`config.mk`:
```
export PLATFORM = sky130hd
export DESIGN_NAME = cpu_io_slave_flat
export DESIGN_NICKNAME = d
export VERILOG_FILES = /design/src/rtl/cpu_io_slave_if.sv /design/src/rtl/cpu_io_slave.sv /design/src/flat_wrapper.sv
export SDC_FILE = /design/constraint.sdc
export NUM_CORES = 1
export LEC_CHECK = 0
export ABC_AREA = 0
export CAP_MARGIN = 5
export CORE_MARGIN = 2
export CORE_UTILIZATION = 51
export CTS_BUF_LIST = sky130_fd_sc_hd__clkbuf_4 sky130_fd_sc_hd__clkbuf_8
export DETAILED_ROUTE_END_ITERATION = 16
export MAX_ROUTING_LAYER = met4
export PLACE_DENSITY = 0.95
export SLEW_MARGIN = 15
export SYNTH_ARGS = -nofsm -noshare
export SYNTH_HDL_FRONTEND = slang
export SYNTH_SLANG_ARGS = --single-unit
```
`constraint.sdc`:
```
create_clock -name clk -period 4.3 [get_ports clk]
set_input_delay 0.43 -clock clk [delete_from_list [all_inputs] [get_ports clk]]
set_output_delay 0.43 -clock clk [all_outputs]
set_load 0.02 [all_outputs]
```
`src/rtl/cpu_io_slave_if.sv`:
```
// CPU I/O bus and register-file port bundle for cpu_io_slave.
// slave  : the CPLD responder (drives read data, pad enables and register strobes)
// master : the CPU pins plus the register file (drive strobes/data in, return reg_rdata)
interface cpu_io_slave_if;
    logic        ADS;
    logic        MIO;
    logic        WR;
    logic [2:0]  addr;
    logic [23:0] data_in;
    logic [23:0] data_out;
    logic        data_oe;
    logic        bdir;
    logic [2:0]  reg_addr;
    logic [23:0] reg_wdata;
    logic        reg_wr;
    logic        reg_rd;
    logic [23:0] reg_rdata;

    modport slave (
        input  ADS, MIO, WR, addr, data_in, reg_rdata,
        output data_out, data_oe, bdir, reg_addr, reg_wdata, reg_wr, reg_rd
    );

    modport master (
        output ADS, MIO, WR, addr, data_in, reg_rdata,
        input  data_out, data_oe, bdir, reg_addr, reg_wdata, reg_wr, reg_rd
    );
endinterface

```
`src/rtl/cpu_io_slave.sv`:
```
// CPLD-side responder for the CPU I/O bus. Synchronises the async strobes,
// frames I/O cycles (MIO=0), then issues one register write or drives read data.
// Optional read path: define CPU_IO_SLAVE_READ_EN to build reg_rd/data_out/DRIVE;
// without it, reads are only framed and reg_rd/data_oe/bdir/data_out stay 0.
module cpu_io_slave #(
    parameter int SYNC_STAGES  = 2,
    parameter int DATA_SETTLE  = 2,
    parameter int DRIVE_CYCLES = 6
) (
    input logic           clk,
    input logic           rst,
    cpu_io_slave_if.slave bus
);

    // state | meaning
    // IDLE  | no bus cycle in progress, reg_addr holds last value
    // ADDR  | I/O cycle latched, waiting for ADS to return high
    // DATA  | settle timer running; write strobe or read fetch at terminal count
    // DRIVE | read data on the pads for DRIVE_CYCLES clk (read build only)

    typedef enum logic [1:0] {
        IDLE  = 2'd0,
        ADDR  = 2'd1,
        DATA  = 2'd2,
        DRIVE = 2'd3
    } state_t;

    localparam int                SYNC_W    = 30;
    localparam logic [SYNC_W-1:0] SYNC_RST  = {1'b1, 1'b1, 1'b0, 3'd0, 24'd0};
    localparam logic [3:0]        SETTLE_LD = 4'(DATA_SETTLE);
    localparam logic [3:0]        DRIVE_LD  = 4'(DRIVE_CYCLES);

    logic [SYNC_W-1:0] sync_q [SYNC_STAGES];
    logic              s_ads, s_mio, s_wr;
    logic [2:0]        s_addr;
    logic [23:0]       s_data;
    logic              ads_prev;
    logic              start;

    state_t      state, state_nxt;
    logic [3:0]  cnt, cnt_nxt;
    logic        cyc_wr;
    logic [2:0]  addr_q;
    logic        wr_q;
    logic [23:0] wdata_q;

    logic        data_end;
    logic        wr_fire;
    logic        rd_fire;
    logic        drive_on;
`ifdef CPU_IO_SLAVE_READ_EN
    logic        rd_done;
`endif

    assign {s_ads, s_mio, s_wr, s_addr, s_data} = sync_q[SYNC_STAGES-1];
    assign start = ads_prev & ~s_ads & ~s_mio;

    // Bring all CPU pins into the clk domain together so addr/data line up with ADS
    always_ff @(posedge clk) begin
        if (rst) begin
            for (int i = 0; i < SYNC_STAGES; i++) sync_q[i] <= SYNC_RST;
            ads_prev <= 1'b1;
        end else begin
            sync_q[0] <= {bus.ADS, bus.MIO, bus.WR, bus.addr, bus.data_in};
            for (int i = 1; i < SYNC_STAGES; i++) sync_q[i] <= sync_q[i-1];
            ads_prev <= s_ads;
        end
    end

    // State register, timer and per-cycle address/direction latch
    always_ff @(posedge clk) begin
        if (rst) begin
            state  <= IDLE;
            cnt    <= 4'd0;
            cyc_wr <= 1'b0;
            addr_q <= 3'd0;
        end else begin
            state <= state_nxt;
            cnt   <= cnt_nxt;
            if (start) begin
                cyc_wr <= s_wr;
                addr_q <= s_addr;
            end
        end
    end

    // Next state: a new start wins everywhere, so an in-flight cycle is simply dropped
    always_comb begin
        state_nxt = state;
        cnt_nxt   = cnt;
        if (start) begin
            state_nxt = ADDR;
        end else begin
            case (state)
                IDLE: ;
                ADDR: begin
                    if (s_ads) begin
                        state_nxt = DATA;
                        cnt_nxt   = SETTLE_LD;
                    end
                end
                DATA: begin
                    if (cnt <= 4'd1) begin
                        cnt_nxt = cyc_wr ? 4'd0 : DRIVE_LD;
`ifdef CPU_IO_SLAVE_READ_EN
                        state_nxt = cyc_wr ? IDLE : DRIVE;
`else
                        state_nxt = IDLE;
`endif
                    end else begin
                        cnt_nxt = cnt - 4'd1;
                    end
                end
`ifdef CPU_IO_SLAVE_READ_EN
                DRIVE: begin
                    if (cnt <= 4'd1) begin
                        state_nxt = IDLE;
                        cnt_nxt   = 4'd0;
                    end else begin
                        cnt_nxt = cnt - 4'd1;
                    end
                end
`endif
                default: state_nxt = IDLE;
            endcase
        end
    end

    // Output decode: strobes fire on the decrement that reaches zero, pads follow DRIVE
    always_comb begin
        data_end = ~start & (state == DATA) & (cnt <= 4'd1);
        wr_fire  = data_end & cyc_wr;
        rd_fire  = 1'b0;
        drive_on = 1'b0;
`ifdef CPU_IO_SLAVE_READ_EN
        rd_done  = data_end & ~cyc_wr;
        rd_fire  = ~rst & ~start & (state == ADDR) & s_ads & ~cyc_wr;
        drive_on = (state == DRIVE);
`endif
    end

    // Write strobe and its data launch together so reg_wdata only moves with reg_wr
    always_ff @(posedge clk) begin
        if (rst) begin
            wr_q    <= 1'b0;
            wdata_q <= 24'd0;
        end else begin
            wr_q <= wr_fire;
            if (wr_fire) wdata_q <= s_data;
        end
    end

`ifdef CPU_IO_SLAVE_READ_EN
    logic        rd_pend;
    logic [23:0] rd_buf;
    logic [23:0] dout_q;

    // Grab reg_rdata exactly one clk after reg_rd; bypass if settle ends on that clk
    always_ff @(posedge clk) begin
        if (rst) begin
            rd_pend <= 1'b0;
            rd_buf  <= 24'd0;
            dout_q  <= 24'd0;
        end else begin
            rd_pend <= rd_fire;
            if (rd_pend) rd_buf <= bus.reg_rdata;
            if (rd_done) dout_q <= rd_pend ? bus.reg_rdata : rd_buf;
        end
    end

    assign bus.data_out = dout_q;
`else
    logic unused_rdata;
    assign unused_rdata = ^bus.reg_rdata;
    assign bus.data_out = 24'd0;
`endif

    assign bus.reg_addr  = addr_q;
    assign bus.reg_wdata = wdata_q;
    assign bus.reg_wr    = wr_q;
    assign bus.reg_rd    = rd_fire;
    assign bus.data_oe   = drive_on;
    assign bus.bdir      = drive_on;

endmodule

```
`src/flat_wrapper.sv`:
```
// flat-port wrapper written by rule: the top's interface ports become plain ports
module cpu_io_slave_flat 
#(
    parameter int SYNC_STAGES  = 2,
    parameter int DATA_SETTLE  = 2,
    parameter int DRIVE_CYCLES = 6
)
  (clk, rst, bus_ADS, bus_MIO, bus_WR, bus_addr, bus_data_in, bus_reg_rdata, bus_data_out, bus_data_oe, bus_bdir, bus_reg_addr, bus_reg_wdata, bus_reg_wr, bus_reg_rd);
  cpu_io_slave_if bus_i ();
  input logic clk;
  input logic rst;
  input wire logic [$bits(bus_i.ADS)-1:0] bus_ADS;
  input wire logic [$bits(bus_i.MIO)-1:0] bus_MIO;
  input wire logic [$bits(bus_i.WR)-1:0] bus_WR;
  input wire logic [$bits(bus_i.addr)-1:0] bus_addr;
  input wire logic [$bits(bus_i.data_in)-1:0] bus_data_in;
  input wire logic [$bits(bus_i.reg_rdata)-1:0] bus_reg_rdata;
  output wire logic [$bits(bus_i.data_out)-1:0] bus_data_out;
  output wire logic [$bits(bus_i.data_oe)-1:0] bus_data_oe;
  output wire logic [$bits(bus_i.bdir)-1:0] bus_bdir;
  output wire logic [$bits(bus_i.reg_addr)-1:0] bus_reg_addr;
  output wire logic [$bits(bus_i.reg_wdata)-1:0] bus_reg_wdata;
  output wire logic [$bits(bus_i.reg_wr)-1:0] bus_reg_wr;
  output wire logic [$bits(bus_i.reg_rd)-1:0] bus_reg_rd;
  assign bus_i.ADS = bus_ADS;
  assign bus_i.MIO = bus_MIO;
  assign bus_i.WR = bus_WR;
  assign bus_i.addr = bus_addr;
  assign bus_i.data_in = bus_data_in;
  assign bus_i.reg_rdata = bus_reg_rdata;
  assign bus_data_out = bus_i.data_out;
  assign bus_data_oe = bus_i.data_oe;
  assign bus_bdir = bus_i.bdir;
  assign bus_reg_addr = bus_i.reg_addr;
  assign bus_reg_wdata = bus_i.reg_wdata;
  assign bus_reg_wr = bus_i.reg_wr;
  assign bus_reg_rd = bus_i.reg_rd;
  cpu_io_slave #(.SYNC_STAGES(SYNC_STAGES), .DATA_SETTLE(DATA_SETTLE), .DRIVE_CYCLES(DRIVE_CYCLES)) u_core (.clk(clk), .rst(rst), .bus(bus_i));
endmodule
```
Word-level counts from Yosys, hierarchy flattened
Memories as Yosys holds them, arrays and structs flattened.
Index checks and enable logic that the tools add are counted.
Cells by class
  $add $sub $neg: 1
  magnitude comparators: 1
  equal/unequal tests: 7
  mux-type cells: 13
  bitwise logic cells: 11
  reduce and logical (&&, ||, !) cells: 6
Operator list (number)
  two-way mux 30 bit: 2
  AND reduction 3 bit: 3
  two-way mux 4 bit: 2
  case mux 4 bit (2 select lines): 1
  inequality test 2 x 1 -> 1 bit, second input constant: 3
  inequality test 3 x 1 -> 1 bit, second input constant: 2
  case mux 2 bit (3 select lines): 1
  AND 1 bit: 5
  less-or-equal comparator 4 x 1 -> 1 bit, second input constant: 1
  two-way mux 1 bit: 4
  two-way mux 2 bit: 2
  NOT 1 bit: 4
  subtractor 4 x 1 -> 4 bit, second input constant: 1
  two-way mux 3 bit: 1
  == test 2 x 1 -> 1 bit, second input constant: 1
  == test 2 bit, second input constant: 1
  zero test 2 bit: 1
  OR 1 bit: 2
  nonzero test 2 bit: 1
  OR reduction 2 bit: 1
Word-level totals
  bits in registers: 36
  bits in writable memories: 60
  bits of input ports: 56
  output and inout port bits: 55
  word-level logic and storage cells: 48
  memories: 1
Memories
  u_core.sync_q: depth 2, width 30, read ports 2, clocked after Yosys merged registers in 0, wr ports 2, RTL line cpu_io_slave.sv:33  | logic [SYNC_W-1:0] sync_q [SYNC_STAGES];

Depth between registers and ports, before layout
Gate-level depths: netlist of the first run.
An unclocked memory read counts as a cell.
  word-level depth: 8
  gate-level depth with buffers: 8

Worst setup path after synthesis of the first run
OpenSTA, ideal clock, no wires.
  path kind: reg2reg
  start: register u_core.cnt[0]
  end: register u_core.wdata_q[10] (netlist: u_core.bus.reg_wdata[10])
  library setup time: 0.118 ns
  data arrival time: 1.407 ns
  required time: 4.182 ns
  path slack: 2.775 ns
  stages on the path, launching flop included: 9
  path buffers: 2
  period minus slack after synthesis: 1.525 ns
  cell sequence: dfxtp_1 inv_1 ha_1 nor2_1 nor3_1 and3_1 buf_6 buf_12 mux2i_1
Between the ends
  longest elaborated chain between the ends: 3
RTL lines
  start: declaration: RTL line cpu_io_slave.sv:41  | logic [3:0] cnt, cnt_nxt;
  start signal: assignment: RTL line cpu_io_slave.sv:79  | cnt <= cnt_nxt;
  less-or-equal comparator 4 x 1 -> 1 bit: RTL line cpu_io_slave.sv:131  | data_end = ~start & (state == DATA) & (cnt <= 4'd1);
  AND 1 bit: RTL line cpu_io_slave.sv:131
  AND 1 bit: RTL line cpu_io_slave.sv:132  | wr_fire = data_end & cyc_wr;
  end signal: assignment: RTL line cpu_io_slave.sv:149  | if (wr_fire) wdata_q <= s_data;
  end: declaration: RTL line cpu_io_slave.sv:45  | logic [23:0] wdata_q;
No other way between the ends.
A chain may end at the register's enable or synchronous reset.

Final worst setup path of the first run
  start: register u_core.cnt[0]
  end: register u_core.wdata_q[4] (netlist: u_core.bus.reg_wdata[4])
The elaborated chain is that of the path after synthesis.

==> flow_summary.ini, run 1 <==
[sta]
setup_ws_ns = 2.40
rsz0062_at_grt = no
fmax_mhz = 527
setup_viol = 0
hold_viol = 0
tightestPinTransition_ns = 0.664
finClkSkew_ns = 0.00810
finalCritPeriodShare = 0.441
fin_crit_ns = 1.90
tns_ns = 0
slew_viol_final = 0
relSlewSlack = 0.558

[cts]
post_cts_buffers = 0
cts_tree = yes
h-tree-depth = 3
ctsResizeCount = 0
cts_root_buffer = clkbuf_8
clock_path_buffers = 2
clk_pin_slew_ns = 0.09
cts_hold_buf = 0
clkLatencyLatePin_ns = 0.35
cts_buffers = 9
cts.sinks = 96

[synth]
synth-seq-area-share = 0.545
synth_top_area_share = 0.545
synth_cells = 329
yosys_register_bits = 96
synth-async-reset-ratio = 0
synth_largest_area_cell = dfxtp_1
synth.distinct_cells = 34
synth_warnings = 0
synthFlopType = dfxtp_1
synth_area_leaders = dfxtp_1 (54%), nor2b_1 (10%), nand2b_1 (8.7%)
synth_edf_count = 0
syn_area_per_cell_sq_um = 10.7
syn-cell-area_sq_um = 3530

[drt]
drt_iter0_markers = 103
drt-pass1-iter-count = 6
viasPerCell = 4.49
wire_per_inst_um = 12.0
num_vias = 2104
postRouteWirelength_mm = 5.61
drc_errors = 0
ant_nets = 0

[placed_design]
numPortBuffers = 59
pre_cts_ws_ns = 2.10
globalplace.congestion = 0.697
hpwl_mm = 3.78

[final_layout]
fin_util = 0.626
antenna_cells = 0
final_nets = 445
drive_gt1_frac = 0.0720
area_growth_pct = 19.9

[setup_path]
cp-end-kind = register
cp.arrival_ns = 2.17
startpoint_type = register
path_class = register to register
worst-path-max-fanout = 25
crit_required_ns = 4.58

[floorplanning]
fp.dieH_um = 87.2
core-area_sq_um = 6760
initial_core_util = 0.522
io_pins = 111
die_w_um = 87.2
rows = 30
die_area_sq_um = 7600

[power_and_ir_drop]
peakVddDrop_uv = 160
fin_total_pwr_mw = 1.61
p_per_area_nw_per_um2 = 380
p_leak_nw = 1.58

[outcome]
run_status = finished, final reports clean

[global_route]
grt_util_all_layers = 0.158
grt_pass1_vias = 2013
grt_start_max_net_pins = 83
grt_pass1_wl_mm = 8.88
grt.overflow.total = 0
antenna_found_initial = 0

[job]
cap_violations = 0

[hold_path]
hold_class = register to register
==> final cells by class <==
class	instances	area (sq um)
clock buffer	10	138
clock inverter	6	65.1
fill	517	2530
inverter	8	30.0
multi-input combinational	208	1370
sequential	96	1920
tap	80	100
timing repair buffer	61	603
==> through the flow <==
step	hold WS, ns	cell area (sq um)	std cells
2_1_floorplan	0.389	3630	355
3_3_place_gp	0.391	4020	453
3_5_place_dp	0.400	4020	453
4_1_cts	0.423	4230	469
5_1_grt	0.443	4230	469
6_report	0.421	4230	469
==> worst paths after layout <==
| path | from | to | slack (ns) | cells past startpoint |
|---|---|---|---|---|
| setup / recovery | u_core.cnt[0] | u_core.bus.reg_wdata[4] | 2.40 | 7 |
| hold reg to reg | u_core.sync_q[0][29] | u_core.sync_q[0][59] | 0.42 | 1 |
| hold / removal | u_core.sync_q[0][29] | u_core.sync_q[0][59] | 0.42 | 1 |
| setup reg to reg | u_core.cnt[0] | u_core.bus.reg_wdata[4] | 2.40 | 7 |
==> where the power goes <==
group	internal, mW	switching (mW)
registers	0.915	0.00663
logic	0.0490	0.0477
clock network	0.287	0.303
==> cell usage after synthesis (2+ instances only) <==
master / n
nand2b_1: 49
nand3_1: 2
buf_12: 2
nor2b_1: 58
dfxtp_1: 96
a21oi_1: 5
buf_4: 27
nor2_1: 8
or2_2: 5
nor3_1: 2
and3_1: 2
clkbuf_1: 13
ha_1: 5
inv_1: 8
o31ai_1: 2
mux2i_1: 27
==> logic make-up after synthesis <==
logic type      count (synthesis)  synth area share
compound gates                 16            0.0316
fa+ha+maj                       5            0.0177
buf+inv                        51            0.0943
flops                          96             0.545
mux                            28            0.0798
other cells                     1           0.00106
simple gates                  132             0.231
==> routing by layer <==
| metal | vias up | track usage | part of all wire |
|---|---|---|---|
| met5 | - | - | 0 |
| met4 | 0 | 0.102 | 0.027 |
| met3 | 12 | 0.0341 | 0.045 |
| met2 | 61 | 0.255 | 0.48 |
| met1 | 938 | 0.176 | 0.45 |
| li1 | 1093 | - | - |
==> worst max-delay path, cell delays in order, from the launching register on <==
cell     delay, ns
dfxtp_1       0.34
inv_1         0.09
ha_1          0.20
nor2_1        0.09
nor3_1        0.26
and3_1        0.20
buf_4         0.37
mux2i_1       0.25
==> layout by cell type (no fill, tap or decap), types with 2 or more instances in the layout <==
cell type / synthesis / routed
nand3_1: 2 / 2
or2_2: 5 / 5
nor2_1: 8 / 8
a21oi_1: 5 / 5
mux2i_1: 27 / 27
ha_1: 5 / 5
nor3_1: 2 / 2
clkbuf_8: 0 / 10
conb_1: 1 / 27
nand2b_1: 49 / 49
clkdlybuf4s50_1: 0 / 58
inv_1: 8 / 8
and3_1: 2 / 2
nor2b_1: 58 / 58
clkinv_2: 0 / 2
inv_6: 0 / 2
o31ai_1: 2 / 2
buf_4: 27 / 3
dfxtp_1: 96 / 96
==> flip-flops by register name (all words and copies together) (netlist names) <==
name / cells
u_core.state: 2
u_core.cyc_wr: 1
u_core.bus.reg_wr: 1
u_core.bus.reg_addr: 3
u_core.sync_q: 60
u_core.cnt: 4
u_core.bus.reg_wdata: 24
u_core.ads_prev: 1
Note: power is estimated with default switching activity, not from simulation.
==> run 2, diff against run 1 <==
Settings changed: CORE_UTILIZATION 51 to 48, PLACE_DENSITY 0.95 to 0.91.
Clock period 4.3 ns to 1.81 ns, I/O delays scaled along.
==> run 2 against run 1 <==
Net effect:
- first-iteration DRC count increased by 19%
- clock skew decreased by 0.0023 ns
- design area increased by 2.6%
==> flow_summary.ini, run 2 (synthesized netlist as in run 1, its figures left out) <==
[setup_path]
path_class = register to register
ff2ff_path_depth = 7
startpoint_type = register
r2r-start = u_core.cnt[0]
startpoint = u_core.cnt[0]
cp.depth = 7
critPathTopFamily = simple AND/OR/NAND/NOR gates
cp.arrival_ns = 1.95
worst-path-max-fanout = 25
critPathBufInv = 2
crit_required_ns = 2.04
reg2reg_slack_ns = 0.09
max_stage_delay_ns = 0.38
crit_path_end = u_core.bus.reg_wdata[21]
cp-end-kind = register
r2r-end = u_core.bus.reg_wdata[21]
slowest_stage = dfxtp_1
path_cells = inv_1 > ha_1 > nor2_1 > nor3_2 > and3_1 > buf_12 > mux2i_1

[placed_design]
hpwl_mm = 3.90
globalplace.congestion = 0.727
dp_cells = 475
numPortBuffers = 59

[cts]
h-tree-depth = 3
clock_path_buffers = 2
cts_tree = yes
clkLatencyLatePin_ns = 0.35
cts_buffers = 9
clk_pin_slew_ns = 0.09
cts_root_buffer = clkbuf_8
cts.sinks = 96

[final_layout]
area_growth_pct = 23.0
layout.cells.non_filler = 491
fin_util = 0.605
largest_reg_flops = 60
ff_latch_area_sq_um = 1920
fillers = 582
top_register = u_core.sync_q
multi_input_area_sq_um = 1380
layout_commonest_cell = dfxtp_1
final_nets = 448
drive_gt1_frac = 0.0816
mostFrequentLayoutCells = dfxtp_1 (96), nor2b_1 (58), clkdlybuf4s50_1 (58)
antenna_cells = 0

[drt]
highest_layer = met4
wl_met1_mm = 2.58
drt-pass1-iter-count = 4
wl_met3_um = 269
wl_met2_mm = 2.54
num_vias = 2093
postRouteWirelength_mm = 5.55
ant_nets = 0
drt_iter0_markers = 123
viasPerCell = 4.26
wire_per_inst_um = 11.3
drc_errors = 0

[sta]
slew_viol_final = 0
fmax_mhz = 580
hold_viol = 0
fin_crit_ns = 1.72
finalCritPeriodShare = 0.952
setup_viol = 0
finClkSkew_ns = 0.00577

[global_route]
antenna_found_initial = 0
grt.overflow.total = 0
grt_pass1_wl_mm = 9.39
grt_util_all_layers = 0.149
grt_pass1_vias = 2060
grt_start_max_net_pins = 56

[hold_path]
hold_class = primary input to register

[outcome]
run_status = finished, final reports clean

[power_and_ir_drop]
p_per_area_nw_per_um2 = 911
peakVddDrop_uv = 496
p_leak_nw = 1.62

[floorplanning]
fp.dieH_um = 89.7
rows = 31
io_pins = 111
die_w_um = 89.7
initial_core_util = 0.492
die_area_sq_um = 8050
core-area_sq_um = 7180

[job]
cap_violations = 0
## run 2: worst register-to-register path: stages (launching register included)
cell and delay, ns:
dfxtp_1 0.38, inv_1 0.07, ha_1 0.23, nor2_1 0.26
nor3_2 0.10, and3_1 0.22, buf_12 0.18, mux2i_1 0.16
## run 2: metrics by stage
| stage | worst slack (ns) | hold WS, ns | area, sq um | power (mW) | setup TNS (ns) |
|---|---|---|---|---|---|
| floorplan | 0.285 | 0.285 | 3630 | 2.43 | 0 |
| global placement | 0.202 | 0.392 | 4110 | 2.47 | 0 |
| detailed placement | 0.0684 | 0.394 | 4110 | 2.48 | 0 |
| CTS | 0.0400 | 0.192 | 4340 | 3.99 | 0 |
| global route | -0.0151 | 0.247 | 4340 | 4.10 | -0.0243 |
| finish | 0.0869 | 0.210 | 4340 | 3.95 | 0 |
## run 2: timing repair
action | in CTS | in global routing
hold buffers | 0 | 0
resized for setup | 0 | 1
endpoints found under the setup margin | 0 | 24
buffers inserted | 0 | 0
## run 2: how the worst min path moves through the flow
stage,start,to,slack [ns],depth (start not counted)
6_report,rst,u_core.cyc_wr,0.21,2
3_5_place_dp,u_core.sync_q[0][28],u_core.sync_q[0][58],0.39,1
3_3_place_gp,u_core.sync_q[0][29],u_core.sync_q[0][59],0.39,1
4_1_cts,rst,u_core.cyc_wr,0.19,2
5_1_grt,rst,u_core.cyc_wr,0.25,2
2_1_floorplan,bus_MIO,u_core.sync_q[0][28],0.28,1
## run 2: power by group
part / internal (mW) / switching [mW] / total [mW] / leakage, nW
clock network: 0.820 / 0.706 / 1.53 / 0.113
registers: 2.17 / 0.0165 / 2.19 / 0.787
logic: 0.124 / 0.115 / 0.238 / 0.722
## run 2: cell type report
type,instances,area share
sequential,96,0.443
timing repair buffer,64,0.152
tap,99,0.0285
clock buffer,10,0.0317
inverter,8,0.00692
clock inverter,6,0.0208
multi-input combinational,208,0.317
## run 2: per-layer routing
layer,up-vias,GRT usage
met5,-,-
met4,0,0.0808
met3,13,0.0402
met2,59,0.225
met1,918,0.184
li1,1103,-
